<file path="src/rtl/alimentador_instrucoes_if.sv">
// alimentador_instrucoes_if: control, program-load and processor handshake signals of the instruction feeder
interface alimentador_instrucoes_if #(parameter int DEPTH = 32);
   localparam int ADDR_W = $clog2(DEPTH);
   logic Start, LoadEn, Done, Run, Busy, Halted, Error;
   logic [ADDR_W-1:0] LoadAddr, PC;
   logic [15:0] LoadData, DIN;
   logic [7:0] Retired;
   modport master (input Start, LoadEn, LoadAddr, LoadData, Done,
                   output DIN, Run, PC, Busy, Halted, Error, Retired);
   modport slave (output Start, LoadEn, LoadAddr, LoadData, Done,
                  input DIN, Run, PC, Busy, Halted, Error, Retired);
endinterface

</file>
<file path="src/rtl/alimentador_instrucoes.sv">
// alimentador_instrucoes: program memory that feeds processador_multiciclo one instruction at a time
module alimentador_instrucoes #(
   parameter int DEPTH = 32,
   parameter int TIMEOUT = 8
) (
   input logic Clock,
   input logic Reset,
   alimentador_instrucoes_if.master bus
);
   localparam int ADDR_W = $clog2(DEPTH);
   localparam int CNT_W = $clog2(TIMEOUT) + 1;
   typedef enum logic [2:0] {IDLE, FETCH, ISSUE, IMM, WAIT, HALT} state_t;
   state_t state, nxt;
   logic [15:0] mem [DEPTH];
   logic [15:0] immr, word;
   logic [CNT_W-1:0] cnt;
   logic [ADDR_W:0] next_pc;
   logic ready, sentinel, mvi_end, issue, retire, timeout, end_mem, ir_mvi;

   assign word = mem[bus.PC];
   assign ready = state == IDLE || state == HALT;
   assign sentinel = word == 16'hFFFF;
   // an mvi in the last word would need its immediate from beyond the memory
   assign mvi_end = state == FETCH && !sentinel && word[8:6] == 3'b001 && bus.PC == ADDR_W'(DEPTH - 1);
   assign issue = state == FETCH && !sentinel && !mvi_end;
   assign retire = (state == IMM || state == WAIT) && bus.Done;
   assign timeout = state == WAIT && !bus.Done && cnt == CNT_W'(TIMEOUT - 1);
   assign next_pc = {1'b0, bus.PC} + (ir_mvi ? (ADDR_W+1)'(2) : (ADDR_W+1)'(1));
   assign end_mem = next_pc > (ADDR_W+1)'(DEPTH - 1);
   assign bus.Busy = !ready;
   assign bus.Halted = state == HALT;

   always_comb begin
      nxt = state;
      unique case (state)
         IDLE, HALT: nxt = bus.Start ? FETCH : state;
         FETCH: nxt = issue ? ISSUE : HALT;
         ISSUE: nxt = ir_mvi ? IMM : WAIT;
         IMM, WAIT: nxt = retire ? (end_mem ? HALT : FETCH) : (timeout ? HALT : WAIT);
         default: nxt = IDLE;
      endcase
   end

   always_ff @(posedge Clock) state <= Reset ? IDLE : nxt;

   always_ff @(posedge Clock)
      if (!Reset && ready && bus.LoadEn) mem[bus.LoadAddr] <= bus.LoadData;

   always_ff @(posedge Clock) begin
      if (Reset) begin
         bus.PC <= '0;
         bus.DIN <= '0;
         bus.Run <= 1'b0;
         bus.Error <= 1'b0;
         bus.Retired <= '0;
         cnt <= '0;
         ir_mvi <= 1'b0;
         immr <= '0;
      end else begin
         bus.Run <= issue;
         if (ready && bus.Start) begin
            bus.PC <= '0;
            bus.Retired <= '0;
            bus.Error <= 1'b0;
         end
         if (issue) begin
            ir_mvi <= word[8:6] == 3'b001;
            immr <= mem[bus.PC + 1'b1];
            bus.DIN <= word;
         end
         if (state == ISSUE && ir_mvi) bus.DIN <= immr;
         if (mvi_end || timeout) bus.Error <= 1'b1;
         cnt <= state == ISSUE ? '0 : state == WAIT ? cnt + 1'b1 : cnt;
         if (retire) begin
            bus.Retired <= bus.Retired + 1'b1;
            if (!end_mem) bus.PC <= next_pc[ADDR_W-1:0];
         end
      end
   end
endmodule

</file>
<file path="src/flat_wrapper.sv">
// flat-port wrapper written by rule: the top's interface ports become plain ports
module alimentador_instrucoes_flat 
#(
   parameter int DEPTH = 32,
   parameter int TIMEOUT = 8
)
  (Clock, Reset, bus_Start, bus_LoadEn, bus_LoadAddr, bus_LoadData, bus_Done, bus_DIN, bus_Run, bus_PC, bus_Busy, bus_Halted, bus_Error, bus_Retired);
  alimentador_instrucoes_if #(.DEPTH(DEPTH)) bus_i ();
  input logic Clock;
  input logic Reset;
  input wire logic [$bits(bus_i.Start)-1:0] bus_Start;
  input wire logic [$bits(bus_i.LoadEn)-1:0] bus_LoadEn;
  input wire logic [$bits(bus_i.LoadAddr)-1:0] bus_LoadAddr;
  input wire logic [$bits(bus_i.LoadData)-1:0] bus_LoadData;
  input wire logic [$bits(bus_i.Done)-1:0] bus_Done;
  output wire logic [$bits(bus_i.DIN)-1:0] bus_DIN;
  output wire logic [$bits(bus_i.Run)-1:0] bus_Run;
  output wire logic [$bits(bus_i.PC)-1:0] bus_PC;
  output wire logic [$bits(bus_i.Busy)-1:0] bus_Busy;
  output wire logic [$bits(bus_i.Halted)-1:0] bus_Halted;
  output wire logic [$bits(bus_i.Error)-1:0] bus_Error;
  output wire logic [$bits(bus_i.Retired)-1:0] bus_Retired;
  assign bus_i.Start = bus_Start;
  assign bus_i.LoadEn = bus_LoadEn;
  assign bus_i.LoadAddr = bus_LoadAddr;
  assign bus_i.LoadData = bus_LoadData;
  assign bus_i.Done = bus_Done;
  assign bus_DIN = bus_i.DIN;
  assign bus_Run = bus_i.Run;
  assign bus_PC = bus_i.PC;
  assign bus_Busy = bus_i.Busy;
  assign bus_Halted = bus_i.Halted;
  assign bus_Error = bus_i.Error;
  assign bus_Retired = bus_i.Retired;
  alimentador_instrucoes #(.DEPTH(DEPTH), .TIMEOUT(TIMEOUT)) u_core (.Clock(Clock), .Reset(Reset), .bus(bus_i));
endmodule
</file>
<file path="config.mk">
export PLATFORM = sky130hd
export DESIGN_NAME = alimentador_instrucoes_flat
export DESIGN_NICKNAME = d
export VERILOG_FILES = /design/src/rtl/alimentador_instrucoes_if.sv /design/src/rtl/alimentador_instrucoes.sv /design/src/flat_wrapper.sv
export SDC_FILE = /design/constraint.sdc
export NUM_CORES = 1
export LEC_CHECK = 0
export BUFFER_PORTS_ARGS = -buffer_cell sky130_fd_sc_hd__buf_2
export CORE_MARGIN = 8
export CORE_UTILIZATION = 35
export DETAILED_ROUTE_END_ITERATION = 12
export PLACE_DENSITY = 0.46
export SLEW_MARGIN = 5
export SYNTH_ARGS = -nofsm -noshare
export SYNTH_HDL_FRONTEND = slang
export SYNTH_SLANG_ARGS = --single-unit
</file>
<file path="constraint.sdc">
create_clock -name Clock -period 4.05 [get_ports Clock]
set_input_delay 0 -clock Clock [delete_from_list [all_inputs] [get_ports Clock]]
set_output_delay 0 -clock Clock [all_outputs]
set_load 0.02 [all_outputs]
</file>
==> results of run 1 <==
worst max-delay path: stages (launching register included):
cell and delay (ps):
dfxtp_4 530, buf_12 280, mux4_2 290, mux2i_1 90, o211ai_1 680, o2111ai_1 210, nor4_1 490, a31o_2 300
buf_4 250, o211ai_1 110, a31oi_1 220
cell usage in the layout, fill, tap and decap left out, types with 4 or more instances in the layout:
cell | synthesis | final
a21o_1 | 9 | 9
o21a_1 | 4 | 4
nor2b_1 | 6 | 5
nor2_2 | 0 | 32
clkinv_1 | 0 | 16
clkinvlp_4 | 0 | 4
buf_2 | 36 | 58
edfxtp_1 | 512 | 512
clkinv_2 | 0 | 12
dlygate4sd3_1 | 0 | 19
buf_4 | 6 | 97
or3_1 | 12 | 12
o21ai_0 | 12 | 12
nor2_1 | 68 | 35
inv_1 | 22 | 22
bufinv_16 | 0 | 6
nor3_1 | 19 | 19
mux2i_1 | 66 | 66
mux4_2 | 256 | 256
clkbuf_16 | 0 | 70
o221ai_1 | 8 | 8
inv_6 | 0 | 4
a211oi_1 | 11 | 11
nand2_1 | 70 | 70
o221a_2 | 8 | 8
nand4_1 | 4 | 4
nand3_1 | 17 | 17
mux2_4 | 10 | 10
clkbuf_1 | 49 | 9
buf_12 | 3 | 16
mux2_2 | 36 | 36
a211oi_2 | 8 | 8
a21oi_1 | 24 | 24
ha_1 | 6 | 5
a221oi_1 | 12 | 12
a31oi_1 | 14 | 14
dfxtp_1 | 55 | 50
o211ai_1 | 39 | 39
cells by family after synthesis:
family | Yosys count
mux | 371
flops | 567
fa+ha+maj | 7
buf+inv | 141
xor+xnor | 3
compound gates | 172
simple gates | 221
layer usage:
metal  up-vias  wire (um)  share of wire
li1       6509          -              -
met1      8170      34940           0.44
met2       462      37890           0.48
met3       113       4508          0.057
met4         0       1783          0.023
met5         -          0              0
cell type report:
class / count / share of cell area
clock buffer: 79 / 0.05737
clock inverter: 46 / 0.01311
inverter: 22 / 0.002653
multi-input combinational: 774 / 0.3086
sequential: 567 / 0.5299
tap: 978 / 0.03932
timing repair buffer: 190 / 0.04913
registers in the layout (all words and copies together), names as in the netlist:
name,count
u_core.bus.Error,1
u_core.state,3
u_core.bus.PC,5
u_core.bus.Run,1
u_core.cnt,4
u_core.immr,16
u_core.ir_mvi,1
u_core.mem,512
u_core.bus.DIN,16
u_core.bus.Retired,8
power by group through the flow:
stage / registers, mW / clock network [mW] / logic [mW]
2_1_floorplan: 6.75 / 0 / 1.82
3_3_place_gp: 6.76 / 0 / 2.50
3_5_place_dp: 6.77 / 0 / 2.51
4_1_cts: 6.65 / 6.17 / 2.53
5_1_grt: 6.67 / 6.39 / 2.68
6_report: 6.65 / 6.02 / 2.48
worst paths after layout:
check                                                  from                             end  slack, ps  depth (start not counted)
worst max-delay path            u_core.bus.PC[0]$_SDFF_PP0_  u_core.bus.DIN[5]$_SDFFE_PP0P_        460                         10
worst min-delay path                        bus_LoadAddr[4]     u_core.mem[4][12]$_DFFE_PP_        170                          4
worst max register to register  u_core.bus.PC[0]$_SDFF_PP0_  u_core.bus.DIN[5]$_SDFFE_PP0P_        460                         10
worst min register to register  u_core.immr[0]$_SDFFE_PP0P_     u_core.immr[0]$_SDFFE_PP0P_        460                          2
repair_timing:
| item | CTS | global route |
|---|---|---|
| setup endpoints to repair | 0 | 0 |
| endpoints found under the hold margin | 526 | 0 |
| hold buffers | 19 | 0 |
==> impl_metrics.yaml, run 1 <==
routing:
  drc: 0
  avgViaCountPerCell: 5.743
  first_pass_iters: 5
  wl_mm: 79.13
  first_iter_violations: 1228
  avgRoutedWirePerCell_um: 29.79
  final_antenna_net_count: 0
  vias: 15250
cts:
  clk_latency_ps: 610
  cts_sinks: 567
  root_buffer: "clkbuf_16"
  numCtsBuffers: 68
  post_cts_resized: 0
  clockBufferDepth: 3
  cts_setup_buffers: 0
  clk_pin_slew_ps: 60
  htree_num_levels: 3
  cts_tree: "done"
power:
  internal_power_mw: 11.26
  pwr-share-clk: 0.397
  ir_drop_mv: 0.2676
  p_seq_frac: 0.439
  p_per_area_mw_per_mm2: 486.8
  p_switching_mw: 3.889
  p_leak_nw: 9.504
  p_comb_frac: 0.164
  totalPowerFinal_mw: 15.15
  sw_frac_of_total: 0.2567
logic_synthesis:
  syn_inst: 1482
  synth-simple-area-share: 0.03816
  synth_adder_area_share: 0.003559
  syn_area_mm2: 0.02672
  synth-seq-cells: 567
  muxShareOfSynthArea: 0.2625
  synth_edf_count: 512
  synthFlopType: "edfxtp_1"
  synth_area_leaders: "edfxtp_1 58%, mux4_2 22%, dfxtp_1 4.1%, mux2i_1 2.5%, mux2_2 1.5%"
  yosysMostFrequentCell: "edfxtp_1"
  seq_area_frac_synth: 0.6166
  synth_xor_area_frac: 0.0009833
  ys_warn_count: 0
  synth.distinct_cells: 65
  syn_nets: 1515
  synth.largest_area_cell: "edfxtp_1"
  synthArstFlopShare: 0
  synth_top_area_share: 0.5754
  synthTopCellsByCount: "512 x edfxtp_1, 256 x mux4_2, 70 x nand2_1"
  synth_top_family_by_area: "multiplexers"
  synth_compound_area_frac: 0.04912
  syn-mean-instance-area_um2: 18.03
finish:
  syn2layout_area_growth_pct: 16.46
  post-route-util: 0.4104
  multi_input_area_mm2: 0.009603
  diodes: 0
  nets: 1656
  design_area_mm2: 0.03112
  drive_gt1_frac: 0.3814
  fin_cells: 2656
  regArea_mm2: 0.01649
  fillers: 6735
run:
  maxCapViolCount: 0
timing:
  fin_ws_ps: 457.3
  clock.fmax_mhz: 278.3
  fin_crit_sh: 0.8871
  final-hold-violation-count: 0
  post-route-min-period_ps: 3593
  rsz0062_at_grt: "false"
  holdWs_ps: 169.7
  clock-skew-final_ps: 31.29
  tightestPinTransition_ps: 944.7
  finalSetupViolations: 0
  maxSlewViolCount: 0
  setup_tns_ps: 0
  slew_headroom: 0.3702
placement:
  portBuffers: 58
  post_dp_cell_area_mm2: 0.02874
  hpwl_mm: 52.48
  dp.cells: 2512
  gp_congestion: 0.7775
  dp_slack_ps: 511.2
die:
  die_h_um: 292.3
  coreArea_mm2: 0.07582
  rows: 101
  start_util: 0.3524
  io_pins: 59
  die_w_um: 292.3
  die_area_mm2: 0.08545
global_route:
  grt_start_max_net_pins: 56
  grtUsageMet2: 0.2970
  overflow: 0
  grt_util_met1: 0.2570
  antenna_found_initial: 5
  grt_use_total: 0.1836
  grt-busiest-layer: "met2"
  grtUsageMet3: 0.02839
  grt_pass1_vias: 15750
  grt_pass1_wl_mm: 114.6
worst_setup_path:
  end_kind: "flop"
  worst_ep_required_time_ps: 4570
  timing_worst_setup_path_type: "reg -> reg"
  path_max_fanout: 41
  critPathArrivalTime_ps: 4110
  start_kind: "flop"
min_path:
  hold_path_class: "in -> reg"
run_status:
  outcome: "complete, no violations"
No activity file was read; power rests on OpenSTA's default activity.
==> run 2, diff against run 1 <==
- CORE_ASPECT_RATIO: default -> 1.4
==> run 2 against run 1 <==
Clock skew shrank 20 ps. Final area down 0.72%. Clock power shrank 11%. First-iteration DRC count increased by 2.0%. Flip-flop and latch count is the same. Power decreased by 4.0%. Largest cell class unchanged. Worst hold slack worse by 68 ps. Sequential share of layout area up 0.39 points. Register-to-register slack got worse by 210 ps. Fmax is 5.5% lower. Critical path depth grew 1. Global-route usage fell by 0.093 points. Critical path type unchanged.
==> impl_metrics.yaml, run 2 (same netlist as run 1, synthesis figures left out) <==
run_status:
  outcome: "complete, no violations"
worst_setup_path:
  crit_path_top_delay_cell: "dfxtp_4"
  timing_worst_setup_path_type: "reg -> reg"
  path_cells: "buf_12 -> buf_4 -> mux4_2 -> mux2i_1 -> o211ai_1 -> nand4_1 -> nor4_1 -> a31o_2 -> buf_4 -> o211ai_1 -> a31oi_1"
  critPathArrivalTime_ps: 4350
  end_kind: "flop"
  cp_slowest_stage_delay_ps: 560
  start_kind: "flop"
  path_max_fanout: 20
  worst_ep_required_time_ps: 4600
global_route:
  grt_use_total: 0.1826
  antenna_found_initial: 6
  grt_start_max_net_pins: 56
  overflow: 0
  grt_pass1_wl_mm: 114.4
  grt_pass1_vias: 15970
cts:
  numCtsBuffers: 58
  cts_tree: "done"
  clk_latency_ps: 620
  cts_hold_buf: 19
  root_buffer: "clkbuf_16"
  clockBufferDepth: 3
  cts_sinks: 567
  cts_setup_buffers: 0
  htree_num_levels: 2
  clk_pin_slew_ps: 60
  post_cts_resized: 0
power:
  internal_power_mw: 10.84
  sw_frac_of_total: 0.2546
  p_seq_frac: 0.457
  p_leak_nw: 9.360
  ir_drop_mv: 0.3025
  p_per_area_mw_per_mm2: 470.8
  pwr-share-clk: 0.369
  p_comb_frac: 0.174
  p_switching_mw: 3.704
die:
  io_pins: 59
  die_area_mm2: 0.08557
  start_util: 0.3510
  rows: 120
  coreArea_mm2: 0.07612
  die_w_um: 249.5
  die_h_um: 342.9
timing:
  setup_tns_ps: 0
  slew_headroom: 0.4044
  clock.fmax_mhz: 262.9
  fin_crit_sh: 0.9390
  finalSetupViolations: 0
  post-route-min-period_ps: 3803
  tightestPinTransition_ps: 884.1
  final-hold-violation-count: 0
  rsz0062_at_grt: "false"
  maxSlewViolCount: 0
  clock-skew-final_ps: 10.84
routing:
  first_pass_iters: 5
  final_antenna_net_count: 0
  vias: 15100
  avgViaCountPerCell: 5.748
  wl_mm: 78.48
  drc: 0
  first_iter_violations: 1253
  avgRoutedWirePerCell_um: 29.87
placement:
  post_dp_cell_area_mm2: 0.02882
  gp_congestion: 0.7756
  portBuffers: 58
  hpwl_mm: 51.61
finish:
  largest_reg_flops: 512
  design_area_mm2: 0.03090
  reg.largest.list: "u_core.mem x512, u_core.bus.DIN x16, u_core.immr x16"
  fillers: 6758
  nets: 1636
  final_cell_mix: "512 x edfxtp_1, 256 x mux4_2, 74 x buf_4"
  max_flop_register: "u_core.mem"
  mostFrequentLayoutCell: "edfxtp_1"
  syn2layout_area_growth_pct: 15.62
  drive_gt1_frac: 0.3745
min_path:
  hold_path_class: "in -> reg"
run:
  maxCapViolCount: 0
run 2: cell count changes in the layout (fill, tap and decap cells not counted), moves of 3 or more:
cell        before  now
buf_12          16   29
buf_4           97   74
clkbuf_1         9   12
clkbuf_16       70   62
clkbuf_2         0    5
clkinv_1        16    7
clkinvlp_4       4    1
inv_6            4    1
run 2: power by group through the flow:
| stage | Sequential [mW] | Clock (mW) | Combinational (mW) |
|---|---|---|---|
| after floorplan | 6.75 | 0 | 1.82 |
| after global placement | 6.77 | 0 | 2.54 |
| after detailed placement | 6.77 | 0 | 2.55 |
| after CTS | 6.65 | 5.54 | 2.57 |
| after global routing | 6.66 | 5.71 | 2.73 |
| final | 6.65 | 5.37 | 2.52 |
run 2: path summary, 6_finish.rpt:
| kind | start | slack (ps) | to | depth (start not counted) |
|---|---|---|---|---|
| worst max register to register | u_core.bus.PC[0]$_SDFF_PP0_ | 250 | u_core.bus.DIN[0]$_SDFFE_PP0P_ | 11 |
| worst min register to register | u_core.immr[5]$_SDFFE_PP0P_ | 460 | u_core.immr[5]$_SDFFE_PP0P_ | 2 |
| worst max-delay path | u_core.bus.PC[0]$_SDFF_PP0_ | 250 | u_core.bus.DIN[0]$_SDFFE_PP0P_ | 11 |
| worst min-delay path | bus_LoadAddr[4] | 100 | u_core.mem[15][9]$_DFFE_PP_ | 4 |
run 2: per-stage QoR:
stage	utilization	power [mW]	hold slack, ps	std cells	setup WS, ps
CTS	0.4058	14.76	44.80	2626	195.0
detailed placement	0.3786	9.324	283.6	2500	214.0
global placement	0.3786	9.311	267.3	2500	270.7
floorplan	-	8.576	98.87	1482	853.1
global route	0.4058	15.10	136.3	2626	39.07
finish	0.4059	14.55	101.8	2627	246.9
run 2: area by class of cell:
cell class / count / area, um^2 / share of cell area
flip-flops and latches: 567 / 16490 / 0.5337
multi-input cells: 774 / 9603 / 0.3108
clock buffers: 81 / 1649 / 0.05338
repair buffers: 180 / 1617 / 0.05232
well taps: 976 / 1221 / 0.03953
clock inverters: 26 / 231.5 / 0.007492
inverters: 22 / 82.58 / 0.002673
diodes: 1 / 2.502 / 0.00008099
run 2: routing by layer:
metal | vias up | GRT usage | part of all wire
li1 | 6455 | - | -
met1 | 8152 | 0.2274 | 0.42
met2 | 366 | 0.3218 | 0.51
met3 | 118 | 0.03288 | 0.044
met4 | 8 | 0.05678 | 0.028
met5 | - | 0 | 0.00064
run 2: critical path, delay by kind of cell, from the launching register on:
kind | cells | cell delay (ps)
simple gates | 2 | 730
buf+inv | 3 | 790
flops | 1 | 560
mux | 2 | 340
compound gates | 4 | 1260
==> run 3, diff against run 2 <==
- PLACE_DENSITY: 0.46 -> 0.6
- clock period: 4.05 -> 4.15 ns (I/O delays scaled with it)
==> run 3 against run 2 <==
Combinational power fell by 8%. Clock power fell by 5.0%. Routed wire length fell by 8.4%. Critical endpoint is now u_core.bus.DIN[11]$_SDFFE_PP0P_. Flip-flop and latch count did not move. Critical path depth fell by 1. Register-to-register slack got worse by 30 ps. Clock skew rose by 12 ps. Fmax fell by 3.2%.
==> impl_metrics.yaml, run 3 (same netlist as run 1, synthesis figures left out) <==
worst_setup_path:
  path_cells: "buf_4 -> mux4_2 -> mux2i_1 -> o211ai_1 -> o21ai_0 -> nor4_1 -> a31o_2 -> buf_4 -> o211ai_1 -> a31oi_1"
  end_kind: "flop"
  reg2reg_to: "u_core.bus.DIN[11]$_SDFFE_PP0P_"
  path_max_fanout: 37
  reg2reg_depth: 10
  crit_buf_inv: 2
  timing_worst_setup_path_type: "reg -> reg"
  critPathArrivalTime_ps: 4440
  cp_top_family: "compound AO/OA/AOI/OAI gates"
  r2r_slack_ps: 220
  r2r-start: "u_core.bus.PC[0]$_SDFF_PP0_"
  start_kind: "flop"
  crit_path_top_delay_cell: "nor4_1"
  cp_slowest_stage_delay_ps: 680
  worst_ep_required_time_ps: 4660
cts:
  clk_pin_slew_ps: 70
  numCtsBuffers: 53
  clockBufferDepth: 3
  root_buffer: "clkbuf_16"
  cts_hold_buf: 19
  htree_num_levels: 2
  clk_latency_ps: 610
  post_cts_resized: 0
  cts_sinks: 567
  cts_setup_buffers: 0
  cts_tree: "done"
global_route:
  overflow: 0
  grt_pass1_vias: 15920
  antenna_found_initial: 4
  grt_use_total: 0.1657
  grt_pass1_wl_mm: 106.5
  grt_start_max_net_pins: 60
timing:
  post-route-min-period_ps: 3930
  final-hold-violation-count: 0
  tightestPinTransition_ps: 1126
  maxSlewViolCount: 0
  rsz0062_at_grt: "false"
  clock.fmax_mhz: 254.4
  clock-skew-final_ps: 22.55
  finalSetupViolations: 0
  setup_tns_ps: 0
  slew_headroom: 0.2496
  fin_crit_sh: 0.9471
finish:
  mostFrequentLayoutCell: "edfxtp_1"
  largest_reg_flops: 512
  drive_gt1_frac: 0.3673
  max_flop_register: "u_core.mem"
  final_cell_mix: "512 x edfxtp_1, 256 x mux4_2, 71 x buf_4"
  reg.largest.list: "u_core.mem x512, u_core.bus.DIN x16, u_core.immr x16"
  nets: 1611
  syn2layout_area_growth_pct: 14.02
die:
  die_area_mm2: 0.08557
  rows: 120
  io_pins: 59
  die_h_um: 342.9
  start_util: 0.3510
  coreArea_mm2: 0.07612
  die_w_um: 249.5
routing:
  final_antenna_net_count: 0
  vias: 15140
  first_iter_violations: 1184
  avgViaCountPerCell: 5.825
  wl_mm: 71.92
  first_pass_iters: 7
  drc: 0
  avgRoutedWirePerCell_um: 27.67
placement:
  portBuffers: 58
  gp_congestion: 0.8087
  hpwl_mm: 47.28
power:
  ir_drop_mv: 0.3134
  p_per_area_mw_per_mm2: 456.6
  p_leak_nw: 9.150
  totalPowerFinal_mw: 13.91
min_path:
  hold_end: "u_core.mem[5][9]$_DFFE_PP_"
  hold_path_class: "in -> reg"
  min_from: "bus_LoadAddr[3]"
  hold_depth: 4
run_status:
  outcome: "complete, no violations"
run:
  maxCapViolCount: 0
[run 3: cell types whose count changed in the layout (fill, tap and decap cells not counted), sizes merged]
cell	delta
inv	+2
bufinv	+4
diode	+2
buf	-20
clkinvlp	+4
clkbuf	-20
[run 3: report_power, final]
group	leakage (nW)	internal (mW)	switching, mW
clock network	0.875	2.93	2.18
logic	3.22	1.12	1.21
registers	5.06	6.36	0.116
total	9.15	10.4	3.51
[run 3: layout make-up]
cell class	instances	area, um^2
multi-input cells	774	9603
diodes	3	7.507
inverters	22	82.58
flip-flops and latches	567	16490
clock inverters	36	411.6
fillers	6666	45660
well taps	976	1221
clock buffers	61	1399
repair buffers	160	1254
[run 3: through the flow]
stage	cell area [um^2]	instances	hold WS (ps)	setup WS, ps	utilization
2_1_floorplan	26720	1482	98.87	953.1	-
3_3_place_gp	28460	2480	419.4	327.1	0.3739
3_5_place_dp	28460	2480	420.2	276.2	0.3739
4_1_cts	30460	2596	11.36	262.4	0.4001
5_1_grt	30460	2596	68.41	75.56	0.4001
6_report	30470	2599	56.96	219.6	0.4002
[run 3: how the worst max path moves through the flow]
stage	cells past startpoint	to	start	slack (ps)
2_1_floorplan	8	u_core.immr[10]$_SDFFE_PP0P_	u_core.bus.PC[1]$_SDFF_PP0_	950
3_3_place_gp	10	u_core.bus.DIN[10]$_SDFFE_PP0P_	u_core.bus.PC[1]$_SDFF_PP0_	330
3_5_place_dp	10	u_core.bus.DIN[6]$_SDFFE_PP0P_	u_core.bus.PC[0]$_SDFF_PP0_	280
4_1_cts	10	u_core.bus.DIN[6]$_SDFFE_PP0P_	u_core.bus.PC[0]$_SDFF_PP0_	260
5_1_grt	12	u_core.bus.DIN[6]$_SDFFE_PP0P_	u_core.bus.PC[0]$_SDFF_PP0_	80
6_report	10	u_core.bus.DIN[11]$_SDFFE_PP0P_	u_core.bus.PC[0]$_SDFF_PP0_	220
[run 3: worst reg2reg max path: cells and delay by family (launching register included)]
family / cells / cell delay (ps)
multiplexers: 2 / 460
AO/OA/AOI/OAI: 5 / 1350
AND/OR/NAND/NOR: 1 / 680
buffers and inverters: 2 / 860
flip-flops: 1 / 490
[run 3: layer usage]
| layer | GRT usage | part of all wire | up-vias |
|---|---|---|---|
| met5 | 0 | 0.00035 | - |
| li1 | - | - | 6407 |
| met4 | 0.05336 | 0.027 | 4 |
| met2 | 0.2970 | 0.53 | 526 |
| met1 | 0.2046 | 0.39 | 8092 |
| met3 | 0.02485 | 0.056 | 109 |
